[config.mk]
export PLATFORM = sky130hd
export DESIGN_NAME = mux_scan_ctrl
export DESIGN_NICKNAME = d
export VERILOG_FILES = /design/src/rtl/mux_scan_pkg.sv /design/src/rtl/mux_scan_settle_cnt.sv /design/src/rtl/mux_scan_ctrl.sv
export SDC_FILE = /design/constraint.sdc
export NUM_CORES = 1
export LEC_CHECK = 0
export ABC_AREA = 1
export CORE_MARGIN = 2
export CORE_UTILIZATION = 35
export CTS_BUF_LIST = sky130_fd_sc_hd__clkbuf_8
export DETAILED_ROUTE_END_ITERATION = 6
export GPL_TIMING_DRIVEN = 0
export PLACE_DENSITY = 0.63
export SETUP_SLACK_MARGIN = 0.05
export SLEW_MARGIN = 20
export SYNTH_ARGS = -nofsm -noshare
export SYNTH_HDL_FRONTEND = slang
export SYNTH_SLANG_ARGS = --single-unit
[constraint.sdc]
create_clock -name CLK -period 1.84 [get_ports CLK]
set_input_delay 0.552 -clock CLK [delete_from_list [all_inputs] [get_ports CLK]]
set_output_delay 0.552 -clock CLK [all_outputs]
set_load 0.03 [all_outputs]
[src/rtl/mux_scan_pkg.sv]
// Shared constants for the mux scan sequencer: channel geometry and FSM encoding.
package mux_scan_pkg;

    localparam int NUM_CH = 4;
    localparam int SEL_W  = 2;

    localparam logic [1:0] ST_IDLE = 2'd0;
    localparam logic [1:0] ST_SCAN = 2'd1;
    localparam logic [1:0] ST_HOLD = 2'd2;

endpackage

[src/rtl/mux_scan_settle_cnt.sv]
// Loadable down-counter used to hold each mux channel for its settle time.
module mux_scan_settle_cnt #(
    parameter int W = 4
) (
    input  logic         clk,
    input  logic         srst,
    input  logic         load,
    input  logic [W-1:0] value,
    input  logic         en,
    output logic         zero
);

    logic [W-1:0] cnt_q;
    logic [W-1:0] cnt_d;

    // Load wins over decrement; the count saturates at zero.
    always_comb begin
        cnt_d = cnt_q;
        if (load) begin
            cnt_d = value;
        end else if (en && (cnt_q != '0)) begin
            cnt_d = cnt_q - W'(1);
        end
    end

    always_ff @(posedge clk) begin
        if (srst) begin
            cnt_q <= '0;
        end else begin
            cnt_q <= cnt_d;
        end
    end

    assign zero = (cnt_q == '0);

endmodule

[src/rtl/mux_scan_ctrl.sv]
// Steps a 4:1 mux through its channels, samples DOUT after a settle time and
// hands the packed 4-bit word downstream over valid/ready.
module mux_scan_ctrl
    import mux_scan_pkg::*;
#(
    parameter int SETTLE_W = 4
) (
    input  logic                CLK,
    input  logic                RST,
    input  logic                START,
    input  logic                CONT,
    input  logic [SETTLE_W-1:0] SETTLE,
    output logic [SEL_W-1:0]    SEL,
    input  logic                MUX_OUT,
    output logic [NUM_CH-1:0]   SCAN_DATA,
    output logic                SCAN_VALID,
    input  logic                SCAN_READY,
    output logic                BUSY,
    output logic                START_ERR
);

    logic [1:0]          state_q,  state_d;
    logic [SEL_W-1:0]    sel_q,    sel_d;
    logic [NUM_CH-2:0]   shadow_q, shadow_d;
    logic [NUM_CH-1:0]   data_q,   data_d;
    logic                valid_q,  valid_d;
    logic                err_q,    err_d;
    logic                cont_q,   cont_d;
    logic [SETTLE_W-1:0] settle_q, settle_d;

    logic                shadow_we;
    logic                cnt_load;
    logic                cnt_en;
    logic                cnt_zero;
    logic [SETTLE_W-1:0] cnt_value;

    mux_scan_settle_cnt #(
        .W (SETTLE_W)
    ) u_settle_cnt (
        .clk   (CLK),
        .srst  (RST),
        .load  (cnt_load),
        .value (cnt_value),
        .en    (cnt_en),
        .zero  (cnt_zero)
    );

    always_comb begin
        state_d   = state_q;
        sel_d     = sel_q;
        data_d    = data_q;
        valid_d   = valid_q;
        err_d     = err_q;
        cont_d    = cont_q;
        settle_d  = settle_q;
        shadow_we = 1'b0;
        cnt_load  = 1'b0;
        cnt_en    = 1'b0;
        cnt_value = settle_q;

        case (state_q)
            ST_IDLE: begin
                if (START) begin
                    sel_d     = '0;
                    cnt_load  = 1'b1;
                    cnt_value = SETTLE;
                    settle_d  = SETTLE;
                    cont_d    = CONT;
                    err_d     = 1'b0;
                    state_d   = ST_SCAN;
                end
            end
            ST_SCAN: begin
                if (START) begin
                    err_d = 1'b1;
                end
                if (!cnt_zero) begin
                    cnt_en = 1'b1;
                end else if (sel_q != SEL_W'(NUM_CH - 1)) begin
                    shadow_we = 1'b1;
                    sel_d     = sel_q + SEL_W'(1);
                    cnt_load  = 1'b1;
                end else begin
                    // Last channel goes straight into the output word, not the shadow.
                    data_d  = {MUX_OUT, shadow_q};
                    valid_d = 1'b1;
                    state_d = ST_HOLD;
                end
            end
            ST_HOLD: begin
                if (START) begin
                    err_d = 1'b1;
                end
                if (SCAN_READY) begin
                    valid_d = 1'b0;
                    sel_d   = '0;
                    if (cont_q) begin
                        cnt_load  = 1'b1;
                        cnt_value = SETTLE;
                        settle_d  = SETTLE;
                        cont_d    = CONT;
                        state_d   = ST_SCAN;
                    end else begin
                        state_d = ST_IDLE;
                    end
                end
            end
            default: begin
                state_d = ST_IDLE;
            end
        endcase
    end

    for (genvar gi = 0; gi < NUM_CH - 1; gi++) begin : g_shadow
        assign shadow_d[gi] = (shadow_we && (sel_q == SEL_W'(gi))) ? MUX_OUT : shadow_q[gi];
    end

    always_ff @(posedge CLK) begin
        if (RST) begin
            state_q  <= ST_IDLE;
            sel_q    <= '0;
            shadow_q <= '0;
            data_q   <= '0;
            valid_q  <= 1'b0;
            err_q    <= 1'b0;
            cont_q   <= 1'b0;
            settle_q <= '0;
        end else begin
            state_q  <= state_d;
            sel_q    <= sel_d;
            shadow_q <= shadow_d;
            data_q   <= data_d;
            valid_q  <= valid_d;
            err_q    <= err_d;
            cont_q   <= cont_d;
            settle_q <= settle_d;
        end
    end

    assign SEL        = sel_q;
    assign SCAN_DATA  = data_q;
    assign SCAN_VALID = valid_q;
    assign START_ERR  = err_q;
    assign BUSY       = (state_q != ST_IDLE);

endmodule

After elaboration in Yosys (flattened, before gate mapping):

Cells that the tools add are included.

* output and inout port bits: 9
* bits in registers: 22
* word-level logic and storage cells: 83
* input port bits: 10

* bitwise operators: 1
* add/sub/neg operators: 2
* reduce and logical (&&, ||, !) cells: 21
* eq/ne operators: 11
* mux-type cells: 37

Operators with widths (number)
* two-way mux 4 bit: 5
* two-way mux 1 bit: 17
* two-way mux 2 bit: 8
* != test 2 bit, second input constant: 6
* one-hot mux 2 bit (3 select lines): 2
* nonzero test 2 bit: 5
* AND reduction 3 bit: 3
* one-hot mux 4 bit (2 select lines): 1
* AND reduction 4 bit: 2
* one-hot mux 1 bit (2 select lines): 3
* AND reduction 5 bit: 1
* == test 2 x 1 -> 1 bit, second input constant: 2
* == test 2 bit, second input constant: 2
* logical AND 1 bit: 4
* zero test 2 bit: 2
* zero test 4 bit: 1
* nonzero test 4 bit: 1
* subtractor 4 x 1 -> 4 bit, second input constant: 1
* one-hot mux 1 bit (3 select lines): 1
* nonzero test 3 bit: 1
* adder 2 x 1 -> 2 bit, second input constant: 1
* != test 2 x 1 -> 1 bit, second input constant: 1
* OR reduction 2 bit: 1
* NOT 1 bit: 1

Longest topological paths before layout:

Gate-level depths: netlist (run 1).

* depth in word-level cells: 6
* gate-level depth with buffers: 11
* mapped depth without buffers: 11

Modules after synthesis:

A second synthesis (run 1) with hierarchy kept.

* cells, all modules: 176
* area total of the unflattened synthesis: 1234.9 um^2

Modules (own cells, without submodules)
* mux_scan_ctrl: cells an instance 135, times used 1, area each 960.9 um^2, sequential area each 360.3 um^2
* mux_scan_settle_cnt: cells an instance 41, times used 1, area each 274.0 um^2, sequential area each 80.1 um^2

Worst setup path after synthesis (run 1):

OpenSTA, ideal clock, no wires.

* path kind: register to register
* start point: reg state_q[0]
* end point: reg u_settle_cnt.cnt_q[0]
* library setup time: 59 ps
* setup slack: 271 ps
* data required time: 1781 ps
* clock period less this slack: 1569 ps
* stages on the path, launching flop included: 10
* data arrival time: 1510 ps
* path buffers: 0
* path through: dfxtp_1 > inv_1 > ha_1 > inv_1 > nand2_4 > nand3_1 > inv_1 > o21ai_0 > nand3_1 > nand2_1

* cells in the longest elaborated chain, start to end: 4
* elaborated cells between the ends (all ways): 9
* classes of those cells: 2 x eq/ne; 4 x mux; 3 x reduce/logical

RTL lines
* start: declaration: RTL line mux_scan_ctrl.sv:22 `logic [1:0] state_q, state_d;`
* start signal: assignment: RTL line mux_scan_ctrl.sv:129 `state_q <= state_d;`
* == test 2 x 1 -> 1 bit: RTL line mux_scan_ctrl.sv:61 `case (state_q)`
* two-way mux 1 bit: RTL line mux_scan_ctrl.sv:61
* logical AND 1 bit: RTL line mux_scan_settle_cnt.sv:21 `end else if (en && (cnt_q != '0)) begin`
* nonzero test 2 bit (no line)
* end signal: assignment: RTL line mux_scan_settle_cnt.sv:30 `cnt_q <= cnt_d;`
* end: declaration: RTL line mux_scan_settle_cnt.sv:13 `logic [W-1:0] cnt_q;`

Parallel ways exist; a longest one is shown, timed or not.
A chain may end at the register's enable or synchronous reset.

Worst setup path in the final report (run 1):

* start point: reg state_q[1]
* end point: out BUSY

* cells in the longest elaborated chain, start to end: 1

RTL lines
* nonzero test 2 bit: RTL line mux_scan_ctrl.sv:144 `assign BUSY = (state_q != ST_IDLE);`
* end: declaration: RTL line mux_scan_ctrl.sv:18 `output logic BUSY,`

No other way between the ends.

==> metrics.yaml, run 1 <==
n_antenna_cell: 0
htreeDepth: 1
slew-limit-headroom: 0.678
dieArea_um2: 3900
ys_ff_latch: 22
hold_path.class: "flop to flop"
remaining_drc_errors: 0
seq_area_um2: 442
max_freq_mhz: 588
status: "completed"
syn_area_per_cell_um2: 6.87
postCtsHoldBufs: 0
fin_util: 0.449
final_layout_size_suffix_gt1_frac: 0.117
rsz0062_at_grt: "no"
first_pass_iters: 4
crit_path_end_kind: "output pin"
slowest_delay_ps: 330
p_per_area_nw_per_um2: 1370
crit_type: "flop to output pin"
cts-resized-gates: 16
cts_tree: "done"
fin_area_um2: 1490
period_share: 0.924
required_ps: 1290
row_count: 21
ioPinCount: 19
worstMarginPinSlew_ps: 483
synth.yosys.seq_area_share: 0.368
grt_pass1_vias: 966
grt.busiest_layer: "met2"
tns_ps: 0
whs_ps: 461
port_buffers: 18
fp.dieH_um: 62.5
yosysTopAreaCellShare: 0.368
grtUsageMet2: 0.218
syn-cell-area_um2: 1200
critPathSlowestCell: "dfxtp_1"
cts_buffer_depth: 2
ys_top_cells_by_area: "dfxtp_1, nand2_1, ha_1"
grt.met3_usage: 0.0162
syn_nets: 193
vias_per_cell: 4.47
dr.first_iter.drc_count: 80
grt_pass1_wl_um: 4110
overflow: 0
grt_max_degree: 13
post_cts_buffers: 0
drv_slew: 0
fin_crit_ps: 1700
critPathBufInv: 3
clk_pin_slew_ps: 80
coreArea_um2: 3310
arrival_ps: 1150
critPathTopFamily: "flip-flops"
vias: 1081
maxCapViolCount: 0
num-fill-cells: 350
r2r_slack_ps: 270
synthesis.instances: 174
worst_setup_path_start_kind: "flop"
timing.critical_path.cells: "inv_1 -> ha_2 -> inv_2 -> buf_4"
skew_ps: 2.43
cts_root_buffer: "clkbuf_8"
finalSetupViolations: 0
die_w_um: 62.5
clk_latency_ps: 270
wirelength_um: 2380
met1_usage: 0.163
yosysTopAreaCell: "dfxtp_1"
antenna_found_initial: 0
dp_hpwl_um: 1850
initial_core_util: 0.361
hold_viol: 0
crit_fanout: 5
vdd_drop_max_mv: 0.470
numCtsBuffers: 3
clkSinkCount: 22
multi_input_area_um2: 666
postRouteAntennaNets: 0
finalPower_mw: 2.03
power_leakage_nw: 0.704
finalNetCount: 216
wl_per_cell_um: 9.84
dpl-instance-area_um2: 1430
area_growth_pct: 24.2
ys_types: 19
track_usage: 0.130
synth_warnings: 0
routabilityCongestion: 0.713
## power breakdown
| part | switching, mW | internal, mW | total, mW | leakage [nW] |
|---|---|---|---|---|
| logic | 0.662 | 0.363 | 1.02 | 0.496 |
| clock network | 0.162 | 0.191 | 0.353 | 0.0288 |
| registers | 0.0732 | 0.581 | 0.654 | 0.179 |
| total | 0.897 | 1.13 | 2.03 | 0.704 |
## final timing paths
check,startpoint,end,cells after the start
min,START_ERR$_SDFFE_PP0P_,START_ERR$_SDFFE_PP0P_,2
max,state_q[1]$_SDFFE_PP0P_,BUSY,4
max reg2reg,state_q[1]$_SDFFE_PP0P_,u_settle_cnt.cnt_q[3]$_SDFFE_PP0P_,11
min reg2reg,START_ERR$_SDFFE_PP0P_,START_ERR$_SDFFE_PP0P_,2
## metrics by stage
step / instances / worst slack, ps
floorplan: 174 / 271
global placement: 238 / -201
detailed placement: 238 / -204
CTS: 242 / 81.2
global route: 242 / 59.5
finish: 242 / 140
## cells in the final DEF (no fill, tap or decap)
cell | Yosys | layout
a21oi_1 | 12 | 12
a31oi_1 | 1 | 1
buf_4 | 0 | 1
clkbuf_1 | 1 | 1
clkbuf_8 | 0 | 4
clkdlybuf4s50_1 | 0 | 9
dfxtp_1 | 22 | 21
dfxtp_2 | 0 | 1
dlygate4sd2_1 | 0 | 8
ha_1 | 9 | 8
ha_2 | 0 | 1
inv_1 | 21 | 20
inv_2 | 4 | 5
nand2_1 | 40 | 40
nand2_2 | 2 | 2
nand2_4 | 2 | 2
nand3_1 | 14 | 13
nand3_2 | 1 | 2
nand4_1 | 2 | 2
nor2_1 | 24 | 24
nor2_2 | 3 | 3
nor2_4 | 2 | 2
nor3_1 | 3 | 3
o21ai_0 | 10 | 10
o21ai_1 | 1 | 1
## routing by layer
layer  vias to the layer above  wire length [um]
met3                         5                37
met1                       467              1140
met2                        12              1150
met4                         0                53
met5                         -                 0
li1                        597                 -
## cells by family after synthesis
family,count (synthesis),synth area share
and+or+nand+nor,93,0.355
buffers and inverters,26,0.0816
AOI/OAI and AO/OA,24,0.101
DFF,22,0.368
adders and majority gates,9,0.0941
## registers in the layout, summed over array words and instances (netlist names)
register            cells
START_ERR               1
SCAN_DATA               4
cont_q                  1
u_settle_cnt.cnt_q      4
SCAN_VALID              1
SEL                     2
settle_q                4
shadow_q                3
state_q                 2
## tightest hold or removal path, stage by stage, from the launching register on
cell     delay [ps]
dfxtp_1         310
nand2_1          60
a21oi_1          50
## layout make-up
| class | count | area share |
|---|---|---|
| Buffer | 1 | 0.00253 |
| Multi-Input combinational cell | 126 | 0.448 |
| Timing Repair Buffer | 18 | 0.113 |
| Inverter | 25 | 0.0632 |
| Clock buffer | 4 | 0.0371 |
| Tap cell | 46 | 0.0388 |
| Sequential cell | 22 | 0.297 |
## cells in the mapped netlist
master and count:
a21oi_1 12, a31oi_1 1, clkbuf_1 1, dfxtp_1 22, ha_1 9, inv_1 21
inv_2 4, nand2_1 40, nand2_2 2, nand2_4 2, nand3_1 14, nand3_2 1
nand4_1 2, nor2_1 24, nor2_2 3, nor2_4 2, nor3_1 3, o21ai_0 10
o21ai_1 1
No activity file was read; power rests on OpenSTA's default activity.
==> run 2: changes to the inputs <==
CORE_MARGIN = default   (was 2)
==> metrics.yaml, run 2 (same netlist as run 1, synthesis figures left out) <==
dpl-instance-area_um2: 1430  # -0.18%
n_antenna_cell: 0  # unchanged
routabilityCongestion: 0.861  # +21%
cts_root_buffer: "clkbuf_8"
worstMarginPinSlew_ps: 500  # +17.0 ps
postRouteAntennaNets: 0  # unchanged
fp.dieH_um: 60.5  # -3.2%
area_growth_pct: 24.0
dr.first_iter.drc_count: 71  # -11%
clk_pin_slew_ps: 80  # about the same
whs_path_depth: 2  # unchanged
fin_util: 0.470  # +0.0216
finalNetCount: 216  # unchanged
vias_per_cell: 4.58  # +2.6%
required_ps: 1290  # about the same
clk_latency_ps: 260  # about the same
ioPinCount: 19  # unchanged
numCtsBuffers: 3  # unchanged
tns_ps: 0  # unchanged
layout.cells.most_common_list: "nand2_1, nor2_1, dfxtp_1"
fin_area_um2: 1480  # -0.17%
seq_area_um2: 442  # unchanged
rr_endpoint: "SCAN_DATA[0]$_SDFFE_PP0P_"
hold_viol: 0  # unchanged
finalSetupViolations: 0  # unchanged
skew_ps: 2.89  # +0.452 ps
arrival_ps: 1150  # about the same
cts_tree: "done"
crit_type: "flop to output pin"
finalWorstSetupSlack_ps: 139  # -0.756 ps
port_buffers: 18  # unchanged
vias: 1100  # +1.8%
dp_hpwl_um: 1940  # +5.0%
htreeDepth: 1  # unchanged
status: "completed"
reg2reg_depth: 7  # -4
place_ws_ps: -209  # -4.59 ps
crit_path_end_kind: "output pin"
r2r_slack_ps: 260  # about the same
maxCapViolCount: 0  # unchanged
fin_cells: 240  # -0.83%
power_leakage_nw: 0.704  # unchanged
multi_input_area_um2: 666  # unchanged
hold_path.class: "flop to flop"
whs_ps: 463  # +2.31 ps
fin_crit_ps: 1700  # +0.756 ps
vdd_drop_max_mv: 0.675  # +44%
grt_pass1_vias: 1008  # +4.3%
wirelength_um: 2440  # +2.3%
dieArea_um2: 3660  # -6.3%
overflow: 0  # unchanged
max_freq_mhz: 588  # about the same
final_common_cell: "nand2_1"
critPathTopFamily: "flip-flops"
p_per_area_nw_per_um2: 1370  # +0.37%
grt_pass1_wl_um: 4320  # +5.2%
slew-limit-headroom: 0.667  # -0.0113
clkSinkCount: 22  # unchanged
period_share: 0.924  # about the same
worst_setup_path_start_kind: "flop"
critPathBufInv: 3  # unchanged
wl_per_cell_um: 10.2  # +3.2%
cts_buffer_depth: 2  # unchanged
critPathSlowestCell: "dfxtp_1"
first_pass_iters: 4  # unchanged
r2r-start: "state_q[1]$_SDFFE_PP0P_"
antenna_found_initial: 0  # unchanged
holdCritStartpoint: "START_ERR$_SDFFE_PP0P_"
coreArea_um2: 3150  # -4.8%
num-fill-cells: 327  # -6.6%
track_usage: 0.158  # +0.0286
finalPower_mw: 2.04  # +0.20%
die_w_um: 60.5  # -3.2%
drv_slew: 0  # unchanged
row_count: 20  # -4.8%
timing.critical_path.cells: "inv_1 -> ha_2 -> inv_2 -> buf_4"
dpl.cell_count: 236  # -0.84%
initial_core_util: 0.379  # +0.0181
min_delay_worst_endpoint: "START_ERR$_SDFFE_PP0P_"
postCtsHoldBufs: 0  # unchanged
grt_max_degree: 13  # unchanged
slowest_delay_ps: 330  # about the same
rsz0062_at_grt: "no"
crit_fanout: 5  # unchanged
remaining_drc_errors: 0  # unchanged
final_layout_size_suffix_gt1_frac: 0.117  # unchanged
run 2: cell counts in the layout (fill, tap and decap cells not counted):
No cell type changed its count.
run 2: per-layer routing:
| metal | up-vias | track usage | wire length (um) |
|---|---|---|---|
| met2 | 18 | 0.256 | 1200 |
| met5 | - | 0 | 0 |
| met4 | 0 | 0.0584 | 24 |
| met3 | 4 | 0.0256 | 69 |
| li1 | 595 | - | - |
| met1 | 483 | 0.213 | 1140 |
run 2: worst max-delay path by stage:
| stage | endpoint | cells after the start | start |
|---|---|---|---|
| floorplan | u_settle_cnt.cnt_q[0]$_SDFFE_PP0P_ | 9 | state_q[0]$_SDFFE_PP0P_ |
| global placement | BUSY | 4 | state_q[0]$_SDFFE_PP0P_ |
| detailed placement | BUSY | 4 | state_q[0]$_SDFFE_PP0P_ |
| CTS | BUSY | 4 | state_q[1]$_SDFFE_PP0P_ |
| global route | u_settle_cnt.cnt_q[3]$_SDFFE_PP0P_ | 10 | START |
| finish | BUSY | 4 | state_q[1]$_SDFFE_PP0P_ |
run 2: report_power, final:
part | switching, mW | internal [mW]
clock network | 0.162 | 0.191
logic | 0.670 | 0.363
registers | 0.0692 | 0.580
run 2: layout make-up:
type,count,share of cell area
Sequential cell,22,0.298
Clock buffer,4,0.0371
Multi-Input combinational cell,126,0.449
Buffer,1,0.00253
Tap cell,44,0.0371
Inverter,25,0.0633
Timing Repair Buffer,18,0.113
run 2: repair_timing:
action | CTS | global route
buffers inserted | 0 | 0
setup endpoints to repair | 9 | 4
gates resized for setup | 16 | 2
cloned | 0 | 0
hold endpoints to repair | 0 | 0
run 2: worst reg2reg max path, stage by stage, from the launching register on:
cell,delay [ps]
dfxtp_1,330
inv_1,100
ha_1,310
nand2_1,110
nor2_1,320
inv_1,140
nor2_1,120
nor2_1,50
